$ cat config.mk
export PLATFORM = sky130hd
export DESIGN_NAME = decrypt_flat
export DESIGN_NICKNAME = d
export VERILOG_FILES = /design/src/rtl/decrypt_if.sv /design/src/rtl/decrypt.sv /design/src/flat_wrapper.sv
export SDC_FILE = /design/constraint.sdc
export NUM_CORES = 1
export LEC_CHECK = 0
export CORE_AREA = 2 2 101 83
export CTS_BUF_LIST = sky130_fd_sc_hd__clkbuf_4 sky130_fd_sc_hd__clkbuf_8 sky130_fd_sc_hd__clkbuf_16
export DETAILED_ROUTE_END_ITERATION = 12
export DIE_AREA = 0 0 103 85
export GPL_TIMING_DRIVEN = 0
export PLACE_DENSITY = 0.76
export SLEW_MARGIN = 20
export SYNTH_ARGS = -nofsm -noshare
export SYNTH_HDL_FRONTEND = slang
export SYNTH_SLANG_ARGS = --single-unit
$ cat constraint.sdc
create_clock -name clk -period 9.6 [get_ports clk]
set_input_delay 0.96 -clock clk [delete_from_list [all_inputs] [get_ports clk]]
set_output_delay 0.96 -clock clk [all_outputs]
set_load 0.02 [all_outputs]
$ cat src/rtl/decrypt_if.sv
// Handshake and memory-port bundle between the RC4 PRGA stage and its
// controller / S RAM / encrypted ROM / decrypted RAM.
interface decrypt_if;
  logic       start;
  logic       finished;
  logic [7:0] read_data;
  logic       write_en_s;
  logic [7:0] data;
  logic [7:0] address_s;
  logic [7:0] address_e;
  logic       write_en_d;
  logic [7:0] read_encrypt_data;

  modport master (
    output start, read_data, read_encrypt_data,
    input  finished, write_en_s, data, address_s, address_e, write_en_d
  );

  modport slave (
    input  start, read_data, read_encrypt_data,
    output finished, write_en_s, data, address_s, address_e, write_en_d
  );
endinterface

$ cat src/rtl/decrypt.sv
// RC4 PRGA stage: per message byte advances i/j, swaps S[i]/S[j] in the
// external S RAM, reads the keystream byte and writes it XOR ciphertext out.
module decrypt #(
  parameter int unsigned MSG_LEN = 32
) (
  input  logic     clk,
  input  logic     rst_n,
  decrypt_if.slave bus
);

  typedef enum logic [3:0] {
    IDLE, INC, ADDR_I, WAIT_I, READ_I, ADDR_J, WAIT_J, READ_J,
    WR_I, WR_J, ADDR_F, WAIT_F, READ_F, WR_D, NEXT, DONE
  } state_t;

  localparam logic [7:0] K_LAST = 8'(MSG_LEN - 1);

  state_t     state_q, state_d;
  logic [7:0] i_q, i_d, j_q, j_d, k_q, k_d;
  logic [7:0] si_q, si_d, sj_q, sj_d, f_q, f_d;

  logic       finished_q, finished_d;
  logic       wes_q, wes_d, wed_q, wed_d;
  logic [7:0] data_q, data_d;
  logic [7:0] addr_s_q, addr_s_d, addr_e_q, addr_e_d;

  always_ff @(posedge clk or negedge rst_n) begin
    if (!rst_n) begin
      state_q    <= IDLE;
      i_q        <= '0;
      j_q        <= '0;
      k_q        <= '0;
      si_q       <= '0;
      sj_q       <= '0;
      f_q        <= '0;
      finished_q <= 1'b0;
      wes_q      <= 1'b0;
      wed_q      <= 1'b0;
      data_q     <= '0;
      addr_s_q   <= '0;
      addr_e_q   <= '0;
    end else begin
      state_q    <= state_d;
      i_q        <= i_d;
      j_q        <= j_d;
      k_q        <= k_d;
      si_q       <= si_d;
      sj_q       <= sj_d;
      f_q        <= f_d;
      finished_q <= finished_d;
      wes_q      <= wes_d;
      wed_q      <= wed_d;
      data_q     <= data_d;
      addr_s_q   <= addr_s_d;
      addr_e_q   <= addr_e_d;
    end
  end

  always_comb begin
    state_d    = state_q;
    i_d        = i_q;
    j_d        = j_q;
    k_d        = k_q;
    si_d       = si_q;
    sj_d       = sj_q;
    f_d        = f_q;
    finished_d = 1'b0;
    wes_d      = 1'b0;
    wed_d      = 1'b0;
    data_d     = data_q;
    addr_s_d   = addr_s_q;

    case (state_q)
      IDLE, DONE: begin
        if (bus.start) begin
          state_d = INC;
          i_d     = '0;
          j_d     = '0;
          k_d     = '0;
        end
      end
      INC: begin
        i_d     = i_q + 8'd1;
        state_d = ADDR_I;
      end
      ADDR_I: state_d = WAIT_I;
      WAIT_I: state_d = READ_I;
      READ_I: begin
        si_d    = bus.read_data;
        j_d     = j_q + bus.read_data;
        state_d = ADDR_J;
      end
      ADDR_J: state_d = WAIT_J;
      WAIT_J: state_d = READ_J;
      READ_J: begin
        sj_d    = bus.read_data;
        state_d = WR_I;
      end
      WR_I:   state_d = WR_J;
      WR_J:   state_d = ADDR_F;
      ADDR_F: state_d = WAIT_F;
      WAIT_F: state_d = READ_F;
      READ_F: begin
        f_d     = bus.read_data;
        state_d = WR_D;
      end
      WR_D:   state_d = NEXT;
      NEXT: begin
        if (k_q == K_LAST) begin
          state_d = DONE;
        end else begin
          k_d     = k_q + 8'd1;
          state_d = INC;
        end
      end
      default: state_d = IDLE;
    endcase

    // Outputs are registered against the state being entered, so they use the
    // freshly computed next values; address_s is held through WAIT/READ.
    // The ROM value is taken one cycle early: address_e has been stable since INC.
    case (state_d)
      ADDR_I: addr_s_d = i_d;
      ADDR_J: addr_s_d = j_d;
      WR_I: begin
        addr_s_d = i_d;
        data_d   = sj_d;
        wes_d    = 1'b1;
      end
      WR_J: begin
        addr_s_d = j_d;
        data_d   = si_d;
        wes_d    = 1'b1;
      end
      ADDR_F: addr_s_d = si_d + sj_d;
      WR_D: begin
        data_d = f_d ^ bus.read_encrypt_data;
        wed_d  = 1'b1;
      end
      DONE:   finished_d = 1'b1;
      default: ;
    endcase

    addr_e_d = k_d;
  end

  assign bus.finished   = finished_q;
  assign bus.write_en_s = wes_q;
  assign bus.write_en_d = wed_q;
  assign bus.data       = data_q;
  assign bus.address_s  = addr_s_q;
  assign bus.address_e  = addr_e_q;

endmodule

$ cat src/flat_wrapper.sv
// flat-port wrapper written by rule: the top's interface ports become plain ports
module decrypt_flat 
#(
  parameter int unsigned MSG_LEN = 32
)
  (clk, rst_n, bus_start, bus_read_data, bus_read_encrypt_data, bus_finished, bus_write_en_s, bus_data, bus_address_s, bus_address_e, bus_write_en_d);
  decrypt_if bus_i ();
  input  logic clk;
  input  logic rst_n;
  input wire logic [$bits(bus_i.start)-1:0] bus_start;
  input wire logic [$bits(bus_i.read_data)-1:0] bus_read_data;
  input wire logic [$bits(bus_i.read_encrypt_data)-1:0] bus_read_encrypt_data;
  output wire logic [$bits(bus_i.finished)-1:0] bus_finished;
  output wire logic [$bits(bus_i.write_en_s)-1:0] bus_write_en_s;
  output wire logic [$bits(bus_i.data)-1:0] bus_data;
  output wire logic [$bits(bus_i.address_s)-1:0] bus_address_s;
  output wire logic [$bits(bus_i.address_e)-1:0] bus_address_e;
  output wire logic [$bits(bus_i.write_en_d)-1:0] bus_write_en_d;
  assign bus_i.start = bus_start;
  assign bus_i.read_data = bus_read_data;
  assign bus_i.read_encrypt_data = bus_read_encrypt_data;
  assign bus_finished = bus_i.finished;
  assign bus_write_en_s = bus_i.write_en_s;
  assign bus_data = bus_i.data;
  assign bus_address_s = bus_i.address_s;
  assign bus_address_e = bus_i.address_e;
  assign bus_write_en_d = bus_i.write_en_d;
  decrypt #(.MSG_LEN(MSG_LEN)) u_core (.clk(clk), .rst_n(rst_n), .bus(bus_i));
endmodule
==> results.md, run 1 <==
- Outcome: complete, no violations
- RSZ-0062 raised after global routing: no
- Yosys warns: 0
- Hold Buf Count CTS: 0
- Port bufs: 43
- Routed wire per std cell: 15.8 um
- Distinct cells, synth: 59
- WHS: 0.487 ns
- Max Cap Viol: 0
- Post-synthesis cell area: 3780 um^2
- N_diodes: 0
- Post-route insts no fill: 591
- Hold WC Path Type: flop to flop
- DRT iter0 DRCs: 213
- CTS resizes: 0
- Vias in the first global route: 3296
- Effective utilization at floorplan: 0.487
- PwrDens: 344 nW/um^2
- Critical path class: flop to flop
- Leading area contributor after synthesis: dfrtp_1
- Die height: 85 um
- GRT Total Usage: 0.232
- Worst-Margin Slew: 0.718 ns
- Post-synth top flop: dfrtp_1
- Dpl cells: 575
- Leak: 2.07 nW
- Worst endpoint required time: 9.88 ns
- Tcrit/Tclk final: 0.397
- DP HPWL: 6830 um
- Worst Skew: 0.00507 ns
- Slew Viols, Final: 0
- Share of cells above drive strength 1: 0.0973
- Buffer count from post-CTS setup fixing: 0
- Fillers: 731
- H-tree depth: 3
- Post-route setup TNS: 0 ns
- Final Instance Area: 4590 um^2
- Io pins: 46
- Grt total ovfl: 0
- CTS Buffer Depth: 2
- Share of flip-flops with an asynchronous set or reset: 1.00
- Worst vdd ir: 174 uV
- Critical Path Sink Type: flop
- Area Overhead vs Synth: 21.6%
- Largest cells by area after synthesis: dfrtp_1 42%, nand2_1 7.3%, ha_1 5.3%
- Drc violations: 0
- Antenna Nets Post-Route: 0
- Worst setup SP type: flop
- Power Total: 0.00158 W
- Vias/cell: 5.75
- CTS Buf Count: 9
- Initial antenna violation count: 0
- Post-synth EDFFs: 0
- Min Tclk post-route: 3.81 ns
- Synth Instances: 423
- Cell row count: 29
- Placer Congestion: 0.871
- Normalized max-slew margin: 0.521
- Worst-path clk slew: 0.07 ns
- Worst-Skew Late Latency: 0.35 ns
- Multi-input gate area: 2040 um^2
- Avg Inst Size Synth: 8.93 um^2
- 1st-pass router iterations: 5
- Layout Nets: 515
- Largest net degree at the start of global routing: 43
- Storage element area: 1580 um^2
- Critical path data arrival time: 4.08 ns
- Clock sinks: 63
- Core box area: 7760 um^2
- Final wirelength: 9310 um
- First-pass GRT wire length: 15900 um
- Sequential area share after synthesis: 0.417
- Crit path max fanout: 10
- Post-synth net total: 460
- Via count: 3397
- Final hold vios: 0
- Top cell type's share of synthesized area: 0.417
- CTS tree: yes
- Placed inst area: 4360 um^2
- Max Freq: 0.263 GHz
- Root Buffer Master: clkbuf_8
- #FFs+latches synth: 63
- Die width: 103 um
- Setup Viol. Count Final: 0
- Die Area: 8760 um^2
state kept, by name (all words and copies together) (netlist names):
register / cells
u_core.bus.write_en_d: 1
u_core.i_q: 8
u_core.bus.address_s: 8
u_core.bus.data: 8
u_core.bus.write_en_s: 1
u_core.si_q: 8
u_core.bus.finished: 1
u_core.state_q: 4
u_core.j_q: 8
u_core.k_q: 8
u_core.sj_q: 8
cell usage after synthesis (5+ instances only):
cell / instances
nand2_1: 73
dfrtp_1: 63
nor2_1: 43
o21ai_0: 32
a21oi_1: 20
a31oi_1: 18
ha_1: 16
xnor2_1: 16
inv_1: 10
nand3_1: 9
nand2b_1: 8
a22oi_1: 7
and3_1: 7
buf_2: 7
clkbuf_1: 7
a22o_1: 6
nor2b_1: 5
o21ai_1: 5
worst max-delay path, stage by stage (launching register included):
cell,delay (ns)
dfrtp_1,0.32
buf_2,0.19
buf_2,0.25
nand4b_1,0.48
clkbuf_1,0.40
nand2_1,0.14
nand2_1,0.09
ha_1,0.23
fa_1,0.43
a211oi_1,0.36
o21bai_1,0.17
a21oi_1,0.20
xnor2_1,0.16
a22oi_1,0.12
a31oi_1,0.20
cell families (layout without fill, tap and decap cells):
family | count (synthesis) | after routing | share of synthesized area
buffers and inverters | 32 | 92 | 0.0440
multiplexers | 1 | 1 | 0.00298
adder cells (fa/ha/maj) | 18 | 18 | 0.0636
AND/OR/NAND/NOR | 167 | 167 | 0.209
AO/OA/AOI/OAI | 124 | 124 | 0.221
flip-flops | 63 | 63 | 0.417
XOR/XNOR | 18 | 18 | 0.0417
layout by cell type (no fill, tap or decap), drive strengths merged, types with 7 or more instances in the layout:
| master | count |
|---|---|
| clkbuf | 18 |
| buf | 17 |
| o31ai | 7 |
| inv | 10 |
| a21oi | 20 |
| and3 | 7 |
| nand2b | 8 |
| ha | 16 |
| o21ai | 39 |
| xnor2 | 16 |
| a22oi | 7 |
| nand2 | 73 |
| nand3 | 10 |
| dfrtp | 63 |
| nor2 | 43 |
| a31oi | 18 |
| clkdlybuf4s50 | 42 |
metal layers:
metal  vias to the layer above  GRT usage  routed length [um]  share of wire
li1                       1625          -                   -              -
met2                        89      0.345                4370           0.47
met3                        19     0.0651                 505          0.054
met4                         0     0.0730                 136          0.015
met5                         -          0                   0              0
met1                      1664      0.328                4300           0.46
final timing paths:
path,startpoint,endpoint,slack [ns],cells past startpoint
min in group asynchronous,rst_n,u_core.bus.data[5]$_DFFE_PN0P_,0.50,1
hold / removal,u_core.sj_q[2]$_DFF_PN0_,u_core.sj_q[2]$_DFF_PN0_,0.49,2
max in group asynchronous,rst_n,u_core.bus.address_s[0]$_DFFE_PN0P_,8.58,2
hold reg to reg,u_core.sj_q[2]$_DFF_PN0_,u_core.sj_q[2]$_DFF_PN0_,0.49,2
setup / recovery,u_core.state_q[0]$_DFF_PN0_,u_core.bus.address_s[6]$_DFFE_PN0P_,5.79,14
setup reg to reg,u_core.state_q[0]$_DFF_PN0_,u_core.bus.address_s[6]$_DFFE_PN0P_,5.79,14
area by class of cell:
class	count	area share
Sequential cell	63	0.343
Buffer	22	0.0281
Multi-Input combinational cell	328	0.443
Inverter	10	0.00817
Clock buffer	11	0.0330
Timing Repair Buffer	44	0.0975
Tap cell	108	0.0294
Clock inverter	5	0.0174
per-stage QoR:
stage               utilization  setup slack [ns]
floorplan                     -              6.58
global placement          0.559              5.44
detailed placement        0.562              5.90
CTS                       0.592              5.84
global route              0.592              5.47
finish                    0.592              5.79
power by group:
group | leakage, nW | switching (W) | total [W] | internal [W]
combinational | 1.16 | 0.000519 | 0.000888 | 0.000368
clock | 0.112 | 0.000109 | 0.000268 | 0.000160
sequential | 0.792 | 0.0000562 | 0.000425 | 0.000369
Note: power is estimated with default switching activity, not from simulation.
==> run 2: changes to the inputs <==
PLACE_DENSITY = 0.78   (was 0.76)
clock period = 3.2 ns   (was 9.6 ns; I/O delays follow)
==> run 2 against run 1 <==
  * Die area stayed put
  * Sequential power grew to 3.0 times the previous value
  * Fmax is 20% higher
  * Worst hold slack worse by 0.12 ns
  * Clock skew is 0.0068 ns higher
  * Combinational power grew to 3.1 times the previous value
  * Clock-buffer cell count is 2 higher
  * Design area is 0.93% higher
  * First-iteration DRC count is 27% lower
  * Critical path depth stayed put
  * Critical path type unchanged
==> results.md, run 2 (synthesis results as in run 1) <==
- Outcome: complete, no violations (unchanged)
- Routed wire per std cell: 15.4 um (was 15.8 um)
- Worst setup SP type: flop (unchanged)
- Max Cap Viol: 0 (unchanged)
- Fillers: 677 (was 731)
- Hold WC Path Type: primary input to flop (was flop to flop)
- DP HPWL: 6850 um (was 6830 um)
- Cell row count: 29 (unchanged)
- Setup Viol. Count Final: 0 (unchanged)
- Worst Skew: 0.0119 ns (was 0.00507 ns)
- RSZ-0062 raised after global routing: yes (was no)
- Die width: 103 um (unchanged)
- Io pins: 46 (unchanged)
- Max Freq: 0.315 GHz (was 0.263 GHz)
- Worst-Skew Late Latency: 0.35 ns (about the same)
- Antenna Nets Post-Route: 0 (unchanged)
- Port bufs: 43 (unchanged)
- Grt total ovfl: 0 (unchanged)
- N_diodes: 0 (unchanged)
- Drc violations: 0 (unchanged)
- Final core occ: 0.597 (was 0.592)
- Worst vdd ir: 623 uV (was 174 uV)
- Tcrit/Tclk final: 0.991 (was 0.397)
- Commonest non-fill, non-tap cell in the layout: nand2_1 (unchanged)
- H-tree depth: 3 (unchanged)
- Worst-Margin Slew: 0.675 ns (was 0.718 ns)
- Clk pwr share: 0.149 (was 0.170)
- Die Area: 8760 um^2 (unchanged)
- Commonest cells after routing, fill and taps aside: 73 x nand2_1, 63 x dfrtp_1, 43 x nor2_1 (unchanged)
- Placer Congestion: 0.912 (was 0.871)
- Switching Power: 0.00209 W (was 0.000684 W)
- Logic gate share of total power: 0.583 (was 0.561)
- Final Instance Area: 4640 um^2 (was 4590 um^2)
- Min Tclk post-route: 3.17 ns (was 3.81 ns)
- Post-route setup TNS: 0 ns (unchanged)
- Storage element area: 1580 um^2 (unchanged)
- CTS Buf Count: 9 (unchanged)
- Clock sinks: 63 (unchanged)
- Sequential fraction of design power: 0.268 (was 0.269)
- Vias/cell: 5.70 (was 5.75)
- Die height: 85 um (unchanged)
- First-pass GRT wire length: 15600 um (was 15900 um)
- CTS tree: yes (unchanged)
- Effective utilization at floorplan: 0.487 (unchanged)
- PwrDens: 1030 nW/um^2 (was 344 nW/um^2)
- Placed inst area: 4370 um^2 (was 4360 um^2)
- Worst endpoint required time: 3.47 ns (was 9.88 ns)
- Critical path class: flop to flop (unchanged)
- Largest net degree at the start of global routing: 46 (was 43)
- Crit path max fanout: 10 (unchanged)
- 1st-pass router iterations: 5 (unchanged)
- Normalized max-slew margin: 0.550 (was 0.521)
- Leak: 2.09 nW (was 2.07 nW)
- Initial antenna violation count: 0 (unchanged)
- Via count: 3393 (was 3397)
- Final wirelength: 9160 um (was 9310 um)
- Root Buffer Master: clkbuf_8 (unchanged)
- GRT Total Usage: 0.227 (was 0.232)
- Worst-path clk slew: 0.07 ns (about the same)
- Critical Path Sink Type: flop (unchanged)
- Layout Nets: 519 (was 515)
- Share of cells above drive strength 1: 0.117 (was 0.0973)
- CTS Buffer Depth: 2 (unchanged)
- Multi-input gate area: 2070 um^2 (was 2040 um^2)
- Core box area: 7760 um^2 (unchanged)
- Sw frac: 0.437 (was 0.433)
- Critical path data arrival time: 3.44 ns (was 4.08 ns)
- Area Overhead vs Synth: 22.7% (was 21.6%)
- DRT iter0 DRCs: 156 (was 213)
- Final hold vios: 0 (unchanged)
- Vias in the first global route: 3279 (was 3296)
- Slew Viols, Final: 0 (unchanged)
- Cell-internal power: 0.00269 W (was 0.000897 W)
## run 2: changes by cell type in the layout (fill, tap and decap cells not counted), sizes merged
cell         previous run  this run
clkbuf                 18        20
clkinvlp                2         1
buf                    17        20
dlygate4sd3             0         1
bufinv                  2         1
## run 2: repair_timing
action	in CTS	in global routing
pin swaps	3	4
hold buffers	1	0
endpoints found under the hold margin	18	0
gates resized for setup	3	7
setup endpoints to repair	4	3
buffers inserted	2	1
## run 2: metal layers
metal / track usage / share of wire / up-vias
met5: 0 / 0 / -
met4: 0.0801 / 0.018 / 0
met3: 0.0478 / 0.048 / 18
met2: 0.347 / 0.47 / 89
met1: 0.321 / 0.47 / 1656
li1: - / - / 1630
## run 2: stage by stage
stage / cells / worst slack (ns) / hold slack [ns] / power (W)
6_report: 595 / 0.0304 / 0.365 / 0.00478
5_1_grt: 595 / -0.123 / 0.411 / 0.00514
4_1_cts: 594 / 0.00365 / 0.362 / 0.00471
3_5_place_dp: 575 / -0.548 / 0.219 / 0.00394
3_3_place_gp: 574 / -0.456 / 0.465 / 0.00384
2_1_floorplan: 423 / 0.181 / 0.0244 / 0.00314
## run 2: worst paths after layout
kind                                                        to  depth (start not counted)  slack, ns                         from
setup / recovery           u_core.bus.address_s[6]$_DFFE_PN0P_                         14       0.03  u_core.state_q[0]$_DFF_PN0_
hold / removal                        u_core.sj_q[7]$_DFF_PN0_                          3       0.36             bus_read_data[7]
hold reg to reg                       u_core.sj_q[2]$_DFF_PN0_                          2       0.49     u_core.sj_q[2]$_DFF_PN0_
min in group asynchronous      u_core.bus.write_en_s$_DFF_PN0_                          2       0.40                        rst_n
setup reg to reg           u_core.bus.address_s[6]$_DFFE_PN0P_                         14       0.03  u_core.state_q[0]$_DFF_PN0_
max in group asynchronous             u_core.sj_q[4]$_DFF_PN0_                          3       2.29                        rst_n
## run 2: power groups by stage
stage | logic (W) | registers (W) | clock network [W]
global route | 0.00306 | 0.00132 | 0.000762
global placement | 0.00256 | 0.00128 | 0
finish | 0.00279 | 0.00128 | 0.000713
floorplan | 0.00173 | 0.00141 | 0
detailed placement | 0.00265 | 0.00129 | 0
CTS | 0.00272 | 0.00128 | 0.000720
## run 2: worst max-delay path, cell delays in order (launching register included)
cell	delay [ns]
dfrtp_1	0.36
buf_2	0.17
or4b_4	0.52
buf_6	0.15
buf_6	0.14
nand2_1	0.06
nand2_1	0.07
ha_2	0.21
fa_2	0.39
a211oi_2	0.29
o21bai_2	0.13
a21oi_2	0.15
xnor2_1	0.14
a22oi_1	0.12
a31oi_1	0.18
## run 2: final cells by class
class,instances,area share
flip-flops and latches,63,0.340
well taps,108,0.0291
multi-input cells,328,0.446
clock inverters,3,0.00918
clock buffers,13,0.0345
plain buffers,22,0.0281
inverters,10,0.00810
repair buffers,48,0.105
==> run 3: changes to the inputs <==
CORE_AREA = 2 2 90 92   (was 2 2 101 83)
DIE_AREA = 0 0 92 94   (was 0 0 103 85)
PLACE_DENSITY = 0.79   (was 0.78)
REMOVE_ABC_BUFFERS = 1   (was unset)
SETUP_SLACK_MARGIN = 0.4   (was unset)
==> run 3 against run 2 <==
  * Clock skew is 0.0030 ns lower
  * Sequential power rose by 3%
  * Register-to-register slack improved by 0.09 ns
  * Die area decreased by 1.2%
  * Sequential share of layout area fell by 1.3 points
==> results.md, run 3 (synthesis results as in run 1) <==
- Outcome: complete, no violations (unchanged)
- Slack of the worst reg-to-reg path: 0.12 ns (was 0.03 ns)
- Fillers: 595 (was 677)
- Dpl cells: 549 (was 575)
- Io pins: 46 (unchanged)
- Share of cells above drive strength 1: 0.166 (was 0.117)
- Port bufs: 45 (was 43)
- Worst reg2reg endpoint: u_core.bus.address_s[6]$_DFFE_PN0P_ (unchanged)
- Max Cap Viol: 0 (unchanged)
- Tcrit/Tclk final: 0.963 (was 0.991)
- 1st-pass router iterations: 5 (unchanged)
- Root Buffer Master: clkbuf_8 (unchanged)
- Commonest cells after routing, fill and taps aside: 69 x nand2_1, 59 x dfrtp_1, 44 x clkdlybuf4s50_1 (was 73 x nand2_1, 63 x dfrtp_1, 43 x nor2_1)
- Grt total ovfl: 0 (unchanged)
- Crit path cell chain: or4b_4, buf_4, nand2_1, nand2_1, ha_4, a211oi_2, o21bai_1, a21oi_1, xnor2_1, a22oi_1, a31oi_1 (was buf_2, or4b_4, buf_6, buf_6, nand2_1, nand2_1, ha_2, fa_2, a211oi_2, o21bai_2, a21oi_2, xnor2_1, a22oi_1, a31oi_1)
- Routed wire per std cell: 16.7 um (was 15.4 um)
- Vias/cell: 5.87 (was 5.70)
- H-tree depth: 3 (unchanged)
- Crit path buf inv count: 1 (was 3)
- Antenna Nets Post-Route: 0 (unchanged)
- Worst vdd ir: 554 uV (was 623 uV)
- Die width: 92 um (was 103 um)
- CP dominant cell by count: nand2_1
- Setup Viol. Count Final: 0 (unchanged)
- Placer Congestion: 0.797 (was 0.912)
- DP HPWL: 6200 um (was 6850 um)
- CTS Buffer Depth: 2 (unchanged)
- Initial antenna violation count: 0 (unchanged)
- Crit-path slowest cell: or4b_4 (unchanged)
- Core box area: 7610 um^2 (was 7760 um^2)
- PwrDens: 1090 nW/um^2 (was 1030 nW/um^2)
- R2R Path Start: u_core.state_q[0]$_DFF_PN0_ (unchanged)
- CP peak stage delay: 0.55 ns (was 0.52 ns)
- Worst-Margin Slew: 1.05 ns (was 0.675 ns)
- CTS Buf Count: 9 (unchanged)
- Normalized max-slew margin: 0.294 (was 0.550)
- Post-route insts no fill: 595 (unchanged)
- Storage element area: 1590 um^2 (was 1580 um^2)
- Slew Viols, Final: 0 (unchanged)
- Drc violations: 0 (unchanged)
- Final hold vios: 0 (unchanged)
- Worst Skew: 0.00895 ns (was 0.0119 ns)
- Worst-Skew Late Latency: 0.34 ns (was 0.35 ns)
- Kind of cell adding the most delay to the critical path: compound AO/OA/AOI/OAI gates (unchanged)
- Reg2reg path depth: 11 (was 14)
- Crit path max fanout: 11 (was 10)
- Die Area: 8650 um^2 (was 8760 um^2)
- Critical Path Sink Type: flop (unchanged)
- Area Overhead vs Synth: 28.2% (was 22.7%)
- Worst endpoint required time: 3.36 ns (was 3.47 ns)
- Max Freq: 0.325 GHz (was 0.315 GHz)
- DRT iter0 DRCs: 340 (was 156)
- Min Tclk post-route: 3.08 ns (was 3.17 ns)
- Critical path data arrival time: 3.24 ns (was 3.44 ns)
- CTS tree: yes (unchanged)
- Via count: 3494 (was 3393)
- Worst setup SP type: flop (unchanged)
- Vias in the first global route: 3353 (was 3279)
- Worst-path clk slew: 0.08 ns (was 0.07 ns)
- Effective utilization at floorplan: 0.497 (was 0.487)
- CP startpoint: u_core.state_q[0]$_DFF_PN0_ (unchanged)
- Layout Nets: 525 (was 519)
- Post-route setup TNS: 0 ns (unchanged)
- Largest net degree at the start of global routing: 33 (was 46)
- Clock sinks: 63 (unchanged)
- Multi-input gate area: 2150 um^2 (was 2070 um^2)
- Final wirelength: 9950 um (was 9160 um)
- Critical path class: flop to flop (unchanged)
- N_diodes: 0 (unchanged)
- First-pass GRT wire length: 16100 um (was 15600 um)
- GRT Total Usage: 0.234 (was 0.227)
- RSZ-0062 raised after global routing: yes (unchanged)
- Cell row count: 32 (was 29)
- Commonest non-fill, non-tap cell in the layout: nand2_1 (unchanged)
- Die height: 94 um (was 85 um)
- Leak: 2.16 nW (was 2.09 nW)
- Hold WC Path Type: primary input to async pin (was primary input to flop)
## run 3: area by class of cell
type / count / area share
multi-input combinational: 328 / 0.443
sequential: 63 / 0.327
timing repair buffer: 76 / 0.144
clock buffer: 14 / 0.0385
tap: 102 / 0.0263
clock inverter: 2 / 0.0124
inverter: 10 / 0.00775
## run 3: worst reg2reg max path: stages (launching register included)
cell	delay (ns)
dfrtp_4	0.50
or4b_4	0.55
buf_4	0.22
nand2_1	0.09
nand2_1	0.11
ha_4	0.29
a211oi_2	0.27
o21bai_1	0.12
a21oi_1	0.25
xnor2_1	0.17
a22oi_1	0.23
a31oi_1	0.12
## run 3: stage by stage
stage          utilization  hold slack, ns  cell area (um^2)  setup slack (ns)  power (W)
3_5_place_dp         0.559           0.288              4250             -1.08    0.00380
3_3_place_gp         0.556           0.465              4230            -0.921    0.00369
5_1_grt              0.637           0.505              4850            0.0287    0.00563
2_1_floorplan            -          0.0244              3650           -0.0873    0.00303
4_1_cts              0.623           0.461              4740             0.316    0.00497
6_report             0.637           0.454              4850             0.120    0.00526
## run 3: worst max path at each step
stage          depth (start not counted)                             endpoint  slack, ns
2_1_floorplan                         11  u_core.bus.address_s[6]$_DFFE_PN0P_      -0.09
3_3_place_gp                          11  u_core.bus.address_s[6]$_DFFE_PN0P_      -0.92
3_5_place_dp                          11  u_core.bus.address_s[6]$_DFFE_PN0P_      -1.08
4_1_cts                               11  u_core.bus.address_s[6]$_DFFE_PN0P_       0.32
5_1_grt                               11  u_core.bus.address_s[6]$_DFFE_PN0P_       0.03
6_report                              11  u_core.bus.address_s[6]$_DFFE_PN0P_       0.12
## run 3: power by group
group	switching [W]	internal (W)
Combinational	0.00174	0.00136
Clock	0.000311	0.000533
Sequential	0.000197	0.00112
Total	0.00225	0.00301
## run 3: per-layer routing
layer | up-vias | part of all wire | global-route usage
li1 | 1638 | - | -
met1 | 1709 | 0.44 | 0.320
met2 | 128 | 0.49 | 0.382
met3 | 19 | 0.057 | 0.0385
met4 | 0 | 0.018 | 0.0784
met5 | - | 0 | 0
## run 3: repair_timing
action | 4_1_cts | 5_1_grt
buffers inserted | 25 | 4
pin swaps | 11 | 7
endpoints found under the setup margin | 8 | 4
resized for setup | 14 | 13
endpoints found under the hold margin | 31 | 0
hold buffers | 1 | 0
